===== src/rtl/uart_rx_fifo.sv =====
`default_nettype none
// ============================================================================
// Module   : uart_rx_fifo
// Brief    : First-word-fall-through receive buffer for completed UART frames.
//            Each entry holds the payload and its parity-check result.
// Revision : 1.0 - initial release
// ============================================================================

module uart_rx_fifo #(
  parameter int DATA_WIDTH = 8,
  parameter int ADDR_WIDTH = 4
) (
  input  logic                  clk,
  input  logic                  reset,
  input  logic                  rx_done_tick,
  input  logic [DATA_WIDTH-1:0] rx_dout,
  input  logic                  rx_parity_ok,
  input  logic                  rd_uart,
  input  logic                  clr_overflow,
  output logic [DATA_WIDTH-1:0] r_data,
  output logic                  r_parity_ok,
  output logic                  empty,
  output logic                  full,
  output logic [ADDR_WIDTH:0]   count,
  output logic                  overflow
);

  localparam int                DEPTH      = 2 ** ADDR_WIDTH;
  localparam int                WORD_WIDTH = DATA_WIDTH + 1;
  localparam logic [ADDR_WIDTH:0]   C_DEPTH     = {1'b1, {ADDR_WIDTH{1'b0}}};
  localparam logic [ADDR_WIDTH:0]   C_COUNT_ONE = {{ADDR_WIDTH{1'b0}}, 1'b1};
  localparam logic [ADDR_WIDTH-1:0] C_PTR_ONE   = {{(ADDR_WIDTH-1){1'b0}}, 1'b1};

  logic [WORD_WIDTH-1:0] mem_q [DEPTH];

  logic [ADDR_WIDTH-1:0] wr_ptr_q, wr_ptr_d;
  logic [ADDR_WIDTH-1:0] rd_ptr_q, rd_ptr_d;
  logic [ADDR_WIDTH:0]   count_q, count_d;
  logic                  overflow_q, overflow_d;

  logic                  push_en;
  logic                  pop_en;
  logic                  mem_we;
  logic [WORD_WIDTH-1:0] head_word;

  // Flags come from the count register so full and empty are never ambiguous
  // when the pointers coincide.
  assign empty = (count_q == '0);
  assign full  = (count_q == C_DEPTH);

  always_comb begin
    push_en    = rx_done_tick && (!full || rd_uart);
    pop_en     = rd_uart && !empty;
    mem_we     = push_en && !reset;

    wr_ptr_d   = wr_ptr_q;
    rd_ptr_d   = rd_ptr_q;
    count_d    = count_q;
    overflow_d = overflow_q;

    if (push_en) begin
      wr_ptr_d = wr_ptr_q + C_PTR_ONE;
    end
    if (pop_en) begin
      rd_ptr_d = rd_ptr_q + C_PTR_ONE;
    end

    case ({push_en, pop_en})
      2'b10:   count_d = count_q + C_COUNT_ONE;
      2'b01:   count_d = count_q - C_COUNT_ONE;
      default: count_d = count_q;
    endcase

    // A dropped frame outranks a simultaneous clear.
    if (clr_overflow) begin
      overflow_d = 1'b0;
    end
    if (rx_done_tick && !push_en) begin
      overflow_d = 1'b1;
    end

    if (reset) begin
      wr_ptr_d   = '0;
      rd_ptr_d   = '0;
      count_d    = '0;
      overflow_d = 1'b0;
    end
  end

  always_ff @(posedge clk) begin
    wr_ptr_q   <= wr_ptr_d;
    rd_ptr_q   <= rd_ptr_d;
    count_q    <= count_d;
    overflow_q <= overflow_d;
  end

  always_ff @(posedge clk) begin
    if (mem_we) begin
      mem_q[wr_ptr_q] <= {rx_parity_ok, rx_dout};
    end
  end

  assign head_word   = mem_q[rd_ptr_q];
  assign r_data      = head_word[DATA_WIDTH-1:0];
  assign r_parity_ok = head_word[DATA_WIDTH];
  assign count       = count_q;
  assign overflow    = overflow_q;

endmodule

`default_nettype wire


===== config.mk =====
export PLATFORM = sky130hd
export DESIGN_NAME = uart_rx_fifo
export DESIGN_NICKNAME = d
export VERILOG_FILES = /design/src/rtl/uart_rx_fifo.sv
export SDC_FILE = /design/constraint.sdc
export NUM_CORES = 1
export LEC_CHECK = 0
export ABC_AREA = 1
export CAP_MARGIN = 15
export CORE_MARGIN = 1
export CORE_UTILIZATION = 60
export CTS_BUF_LIST = sky130_fd_sc_hd__clkbuf_4
export DETAILED_ROUTE_END_ITERATION = 7
export GPL_TIMING_DRIVEN = 0
export MAX_ROUTING_LAYER = met4
export PLACE_DENSITY_LB_ADDON = 0.25
export SLEW_MARGIN = 5
export SYNTH_ARGS = -nofsm -noshare
export SYNTH_HDL_FRONTEND = slang
export SYNTH_SLANG_ARGS = --single-unit

===== constraint.sdc =====
create_clock -name clk -period 5 [get_ports clk]
set_clock_uncertainty 0.15 [all_clocks]
set_input_delay 0.5 -clock clk [delete_from_list [all_inputs] [get_ports clk]]
set_output_delay 0.5 -clock clk [all_outputs]
set_load 0.01 [all_outputs]

* Word-level counts from Yosys, hierarchy flattened
Memories as Yosys holds them, arrays and structs flattened. A register that Yosys moved wholly into a read port is not among the register bits. Cells that the tools add are included.
Storage, ports and cells: bits of input ports 14, memories 1, bits in registers 14, bits in writable memories 144
Memory list:
- mem_q | words 16, bits a word 9, read ports 1, clocked after Yosys merged registers in 1, write ports 1, line 34 | logic [WORD_WIDTH-1:0] mem_q [DEPTH];
Cells by class: multiplexer cells 7, reduce and logical (&&, ||, !) cells 12, equal/unequal tests 3, $add $sub $neg 4
Operators by type and width (number):
- $pmux 5 s2 | 1
- $add 4x1->4 const B | 2
- $mux 4 | 2
- $add 5x1->5 const B | 1
- $eq 5x5->1 const B | 1
- $logic_not 5->1 | 1
- $sub 5x1->5 const B | 1
- $logic_and 1x1->1 | 4
- $logic_not 1->1 | 4
- $mux 1 | 4
- $reduce_bool 2->1 | 2
- $eq 2x1->1 const B | 1
- $eq 2x2->1 const B | 1
- $logic_or 1x1->1 | 1

* Longest topological paths before layout
Gate-level depths: netlist (run 1).
depth in word-level cells 7, depth in mapped cells 15, gate-level depth less buffers 15

* Least setup slack after synthesis (run 1)
No wires, ideal clock.
path kind input to register, from in rd_uart, to reg count_q[4], in the netlist count[4], data required time 4.718 ns, setup time 0.132 ns, setup slack 2.686 ns, arrival 2.031 ns, stages 15, cell sequence inv_1 > nand4_4 > nand2_2 > buf_6 > ha_1 > inv_1 > fa_1 > inv_1 > nand2_1 > nand2_1 > nand2_1 > nand2_1 > nand2_1 > nand2_1 > a21oi_1
On the way: word-level cells in the longest chain between the ends 4, elaborated cells between the ends (all ways) 7
Ends and longest elaborated chain:
- start, declared | line 18 | input logic rd_uart,
- $logic_or 1x1->1 | line 52 | push_en = rx_done_tick && (!full || rd_uart);
- $logic_and 1x1->1 | line 52
- $eq 2x1->1 or $eq 2x2->1 (tied branches) | line 68 | case ({push_en, pop_en})
- $pmux 5 s2 or $reduce_bool 2->1 (tied branches)
- end signal, assigned | line 93 | count_q <= count_d;
- end, declared | line 38 | logic [ADDR_WIDTH:0] count_q, count_d;
Parallel ways exist; a longest one is shown, timed or not. A chain may end at the register's enable or synchronous reset.

==> flow_metrics.tcl, run 1 <==
set metrics [dict create \
    dieArea_um2 12100 \
    hold_violation_total_from_the_final_report 0 \
    worstReg2RegStart "count[2]" \
    design.final.nets 706 \
    netlist.top_cell.by_area "sky130_fd_sc_hd__edfxtp_1" \
    fillCellCount 811 \
    finalCriticalPeriod_ps 3200 \
    drive_above_1_share_pct 10.8 \
    slew-limit-headroom_pct 29.3 \
    areaGrowthSynthToFinish_pct 12.0 \
    clock.fmax_ghz 0.312 \
    synthXorXnorAreaFrac_pct 0.377 \
    vdd_ir_drop_max_mv 0.301 \
    cts.clk_slew.worst_paths_ps 140 \
    cts_hold_repair.buffers 0 \
    drtIter0Drc 384 \
    yosys_warnings 0 \
    met3RoutedLength_um 1180 \
    cts.repair_timing.setup_buffer_count 0 \
    postSynth.asyncResetShare_pct 0 \
    initial_antenna_violation_count 0 \
    synthMuxAreaShare_pct 0 \
    syn_area_per_cell_um2 11.0 \
    initial_core_utilization_pct 62.9 \
    number_of_synthesized_flops_with_an_enable_pin 144 \
    r2r.worst_path.cells 15 \
    final_antenna_net_count 0 \
    worstSkewPairLatency_ps 560 \
    synth_nets 657 \
    cts-buffers-inserted 17 \
    tritoncts_num_sinks 162 \
    area_of_the_core_um2 11100 \
    finalMaxSlewViolations 0 \
    place.port_buffers 29 \
    gp_congestion 0.993 \
    synth-compound-area-share_pct 5.99 \
    pwr-share-clk_pct 24.2 \
    worst_slew_pin_slew_ps 1060 \
    worst_r2r_dst "count[4]" \
    tns_ps 0 \
    highest_cell_delay_on_the_worst_timing_path_ps 470 \
    p_comb_share_pct 32.5 \
    power_leakage_nw 2.92 \
    ys_seq_elements 162 \
    cts_resized 0 \
    critical_path.cell_chain "buf_6, inv_2, clkbuf_1, o21ai_0, nand3_1, nand3_1, nand2_1, clkdlybuf4s50_1" \
    drt-met1-wl_um 6650 \
    wl_per_cell_um 20.2 \
    grt_max_degree 17 \
    cts.htree.levels 4 \
    synth-main-ff-cell "sky130_fd_sc_hd__edfxtp_1" \
    synth_top_family_by_area "simple AND/OR/NAND/NOR gates" \
    die_h_um 110 \
    grt_setup_unrepaired "false" \
    tritoncts "yes" \
    grt_pass1_vias 4759 \
    overflow 0 \
    cts-root-to-sink-buffers 2 \
    fp-row-count 38 \
    globalRouteTotalUtil_pct 31.7 \
    post-synth-top-area-fraction_pct 62.0 \
    crit_fanout 10 \
    wl_um 16900 \
    netlist_top_cells_count "144 x sky130_fd_sc_hd__edfxtp_1, 136 x sky130_fd_sc_hd__nand2_1, 84 x sky130_fd_sc_hd__nor2_1, 66 x sky130_fd_sc_hd__nand3_1, 48 x sky130_fd_sc_hd__inv_1" \
    yosys.area_share.simple_pct 18.1 \
    synth_cell_type_count 30 \
    max_cap_violations 0 \
    routed-via-count 4786 \
    worstHoldEndpoint "wr_ptr_q[0]" \
    die_x_um 110 \
    synth_cells 633 \
    topRoutingLayerUsed "met4" \
    dpl_cell_area_um2 7480 \
    post_synth_instance_area_um2 6970 \
    setup-violations-final 0 \
    drt_first_pass_iters 5 \
    detailed_place_hpwl_um 11600 \
    worstHoldStart "rx_done_tick" \
    worst_path_max_delay_cell "sky130_fd_sc_hd__clkdlybuf4s50_1" \
    route.detailed.vias_per_inst 5.73 \
    drc 0 \
    post_synth_fa_ha_maj_area_fraction_pct 1.90 \
    status "finished, final reports clean" \
    cell_pwr_density_nw_per_um2 460 \
    element_type_at_the_critical_path_start "flop" \
    worst_hold_path_type "input port to flop" \
    first_pass_grt_wire_length_um 25500 \
    stdcell_area_um2 7810 \
    crit_type "flop to output pin" \
    yosys-top-cells-area "sky130_fd_sc_hd__edfxtp_1 62%, sky130_fd_sc_hd__nand2_1 7.3%, sky130_fd_sc_hd__dfxtp_1 5.2%" \
    clk_root_buf "sky130_fd_sc_hd__clkbuf_4" \
    data_arrival_at_the_endpoint_of_the_critical_path_ps 2550 \
    required_worst_endpoint_ps 4350 \
    power_switching_mw 1.21 \
    ff2ff_setup_slack_ps 2390 \
    critical_path.most_common_cell "sky130_fd_sc_hd__nand3_1" \
    intPower_mw 2.38 \
    ios 31 \
    min_period_over_period_pct 64.0 \
    met2RoutedLength_um 8380 \
    antenna_cells_inserted 0 \
    power_switching_share_pct 33.6 \
    worst_setup_end_kind "output pin" \
    synth.yosys.seq_area_share_pct 67.2 \
    post-synth-top-count-cell "sky130_fd_sc_hd__edfxtp_1" \
    min_delay_path_depth 3 \
    part_of_the_power_in_registers_pct 43.3 \
]
[worst max-delay path by stage]
stage | start | to | slack [ps] | cells after the start
after global placement | rd_uart | mem_q[9][2] | 1850 | 6
final | flop | r_data[7] | 1800 | 8
after global routing | flop | r_data[2] | 1660 | 9
after CTS | flop | r_data[4] | 1800 | 8
after floorplan | rd_uart | count[4] | 2690 | 15
after detailed placement | rd_uart | count[4] | 1930 | 16
[stage by stage]
step | setup slack, ps | hold WS (ps) | utilization, % | cells | power, mW
after floorplan | 2690 | 323 | - | 633 | 2.31
after global placement | 1850 | 305 | 67.1 | 802 | 2.70
after detailed placement | 1930 | 323 | 67.5 | 803 | 2.74
after CTS | 1800 | 97.8 | 70.5 | 835 | 3.58
after global routing | 1660 | 119 | 70.5 | 835 | 3.75
final | 1800 | 123 | 70.5 | 835 | 3.59
[layout make-up]
class	instances	area, um^2	area share, %
clock inverter	13	185	2.37
sequential	162	4680	60.0
timing repair buffer	30	298	3.81
buffer	32	249	3.19
clock buffer	19	143	1.83
inverter	53	201	2.58
multi-input combinational	386	1870	24.0
tap	140	175	2.24
[flip-flops by register name (all words and copies together) (netlist names), named ones only]
register  cells
mem_q       144
count         5
wr_ptr_q      4
overflow      1
rd_ptr_q      4
[power by group through the flow]
| stage | sequential [mW] | combinational, mW | clock, mW |
|---|---|---|---|
| after global routing | 1.56 | 1.27 | 0.918 |
| after global placement | 1.58 | 1.12 | 0 |
| final | 1.56 | 1.17 | 0.868 |
| after floorplan | 1.59 | 0.724 | 0 |
| after CTS | 1.55 | 1.16 | 0.868 |
| after detailed placement | 1.59 | 1.16 | 0 |
[worst max-delay path: cells and delay by family (launching register included)]
kind | cells | cell delay, ps
AND/OR/NAND/NOR | 3 | 430
buffers and inverters | 4 | 850
AO/OA/AOI/OAI | 1 | 350
flip-flops | 1 | 360
[logic make-up after synthesis]
kind of cell	after synthesis
adders and majority gates	10
buffers and inverters	85
AOI/OAI and AO/OA	72
xor gates and xnor gates	3
DFF	162
and+or+nand+nor	301
[routing by layer]
| layer | global-route usage, % | vias up |
|---|---|---|
| li1 | - | 2268 |
| met1 | 36.8 | 2263 |
| met3 | 7.29 | 43 |
| met5 | - | - |
| met2 | 51.9 | 212 |
| met4 | 15.8 | 0 |
[cells in the final DEF, fill, tap and decap left out, types with 2 or more instances in the layout]
cell	instances
sky130_fd_sc_hd__inv_2	2
sky130_fd_sc_hd__clkbuf_1	2
sky130_fd_sc_hd__clkdlybuf4s50_1	29
sky130_fd_sc_hd__bufinv_16	4
sky130_fd_sc_hd__edfxtp_1	144
sky130_fd_sc_hd__buf_6	14
sky130_fd_sc_hd__nor3_2	7
sky130_fd_sc_hd__inv_1	48
sky130_fd_sc_hd__xor2_1	2
sky130_fd_sc_hd__ha_1	9
sky130_fd_sc_hd__o21ai_0	26
sky130_fd_sc_hd__a21oi_1	12
sky130_fd_sc_hd__nand4_1	2
sky130_fd_sc_hd__nor2_1	84
sky130_fd_sc_hd__clkinv_1	4
sky130_fd_sc_hd__o211ai_1	23
sky130_fd_sc_hd__clkinvlp_4	3
sky130_fd_sc_hd__dfxtp_1	18
sky130_fd_sc_hd__nand3_1	66
sky130_fd_sc_hd__nand2_1	136
sky130_fd_sc_hd__o21ai_1	11
sky130_fd_sc_hd__buf_2	12
sky130_fd_sc_hd__clkbuf_4	19
sky130_fd_sc_hd__clkinv_4	3
sky130_fd_sc_hd__buf_4	3
No activity file was read; power rests on OpenSTA's default activity.
==> run 2: changes to the inputs <==
==> constraint.sdc (replaced) <==
create_clock -name clk -period 3.2 [get_ports clk]
set_clock_uncertainty 0.15 [all_clocks]
set_input_delay 0.32 -clock clk [delete_from_list [all_inputs] [get_ports clk]]
set_output_delay 0.32 -clock clk [all_outputs]
set_load 0.01 [all_outputs]
==> run 2 against run 1 <==
Against the previous run: sequential share of layout area shrank 0.077 points; hold slack gained 120 ps; setup slack lost 1600 ps; sequential power grew 56%; register-to-register slack lost 1800 ps.
==> flow_metrics.tcl, run 2 (synthesis gave the netlist of run 1 again) <==
set metrics [dict create \
    worst_path_max_delay_cell "sky130_fd_sc_hd__clkdlybuf4s50_1" \
    clock.fmax_ghz 0.330 \
    worstPathBufferInverterCount 4 \
    data_arrival_at_the_endpoint_of_the_critical_path_ps 2560 \
    min_period_over_period_pct 94.7 \
    cts-buffers-inserted 17 \
    drt-met1-wl_um 6570 \
    largest_register_ffs 144 \
    final_antenna_net_count 0 \
    initial_antenna_violation_count 0 \
    gp_congestion 0.993 \
    die_x_um 110 \
    pre_cts_ws_ps 307 \
    multiInputGateArea_um2 1870 \
    largest-register "mem_q" \
    antenna_cells_inserted 0 \
    element_type_at_the_critical_path_start "flop" \
    tritoncts_num_sinks 162 \
    fillCellCount 809 \
    die_h_um 110 \
    worstSkewPairLatency_ps 560 \
    drtIter0Drc 352 \
    cts.htree.levels 4 \
    first_pass_grt_wire_length_um 25600 \
    hold_violation_total_from_the_final_report 0 \
    grt_setup_unrepaired "false" \
    highest_cell_delay_on_the_worst_timing_path_ps 470 \
    design.final.nets 707 \
    wl_per_cell_um 20.3 \
    drt_first_pass_iters 5 \
    post-route-worst-setup-slack_ps 168 \
    clk_root_buf "sky130_fd_sc_hd__clkbuf_4" \
    critical_path.most_common_cell "sky130_fd_sc_hd__nand3_1" \
    initial_core_utilization_pct 62.9 \
    route.detailed.vias_per_inst 5.78 \
    setup-violations-final 0 \
    cts_resized 0 \
    grt_pass1_vias 4765 \
    ios 31 \
    area_of_the_core_um2 11100 \
    globalRouteTotalUtil_pct 31.8 \
    crit_type "flop to output pin" \
    finalCriticalPeriod_ps 3030 \
    worst_slew_pin_slew_ps 1050 \
    tns_ps 0 \
    fp-row-count 38 \
    overflow 0 \
    tritoncts "yes" \
    slew-limit-headroom_pct 29.5 \
    worst_setup_end_kind "output pin" \
    wl_um 16900 \
    cts.clk_slew.worst_paths_ps 140 \
    register_area_um2 4680 \
    topRoutingLayerUsed "met4" \
    detailed_place_hpwl_um 11600 \
    worst_path_dominant_cell_family "buffers and inverters" \
    most_frequent_standard_cell_in_the_layout_excluding_fill_and_tap_cells "sky130_fd_sc_hd__edfxtp_1" \
    grt_max_degree 17 \
    drive_above_1_share_pct 10.8 \
    place.port_buffers 29 \
    crit_fanout 10 \
    dieArea_um2 12100 \
    met3RoutedLength_um 1250 \
    met2RoutedLength_um 8450 \
    required_worst_endpoint_ps 2730 \
    mostFrequentLayoutCells "144 x sky130_fd_sc_hd__edfxtp_1, 136 x sky130_fd_sc_hd__nand2_1, 84 x sky130_fd_sc_hd__nor2_1" \
    critical_path.cell_chain "buf_6, inv_2, clkbuf_1, o21ai_0, nand3_1, nand3_1, nand2_1, clkdlybuf4s50_1" \
    cell_pwr_density_nw_per_um2 717 \
    routed-via-count 4830 \
    power_leakage_nw 2.92 \
    vdd_ir_drop_max_mv 0.471 \
    areaGrowthSynthToFinish_pct 12.1 \
    drc 0 \
    finalMaxSlewViolations 0 \
    cts-root-to-sink-buffers 2 \
    worst_hold_path_type "input port to flop" \
    status "finished, final reports clean" \
    max_cap_violations 0 \
]
[run 2: cell types whose count changed in the layout (fill, tap and decap cells not counted)]
cell	previous run	this run
sky130_fd_sc_hd__dlygate4sd3_1	0	1
[run 2: final cells by class]
class	count	area share, %
sequential	162	59.9
clock buffer	19	1.82
tap	140	2.24
clock inverter	13	2.37
multi-input combinational	386	23.9
timing repair buffer	31	3.94
buffer	32	3.19
inverter	53	2.58
[run 2: report_power, final]
part / switching [mW] / internal, mW / leakage (nW)
Sequential: 0.0643 / 2.37 / 1.44
Combinational: 1.10 / 0.722 / 1.31
Clock: 0.716 / 0.638 / 0.164
Total: 1.88 / 3.73 / 2.92
[run 2: routing by layer]
layer	GRT usage [%]	up-vias
li1	-	2274
met1	36.8	2301
met3	7.29	50
met2	52.1	205
met4	15.8	0
met5	-	-
[run 2: worst paths after layout]
| kind | startpoint | end | slack, ps | cells past startpoint |
|---|---|---|---|---|
| max reg2reg | count[2] | count[4] | 590 | 15 |
| min reg2reg | overflow | overflow | 350 | 2 |
| max | flop | r_data[7] | 170 | 8 |
| min | clr_overflow | overflow | 240 | 4 |
[run 2: stage by stage]
stage,total power [mW],hold WS [ps],area [um^2],util (%),std cells
detailed placement,4.28,323,7480,67.5,803
global placement,4.22,305,7440,67.1,802
floorplan,3.61,269,6970,-,633
CTS,5.60,205,7820,70.6,836
finish,5.61,240,7820,70.6,836
global route,5.86,249,7820,70.6,836
[run 2: what timing repair did]
action,in CTS,in global routing
hold buffers,1,0
endpoints found under the hold margin,5,0
buffers inserted,0,0
[run 2: tightest hold or removal path: cells and delay by family]
| kind | cells | cell delay, ps |
|---|---|---|
| AOI/OAI and AO/OA | 1 | 60 |
| buffers and inverters | 2 | 490 |
| and+or+nand+nor | 1 | 50 |
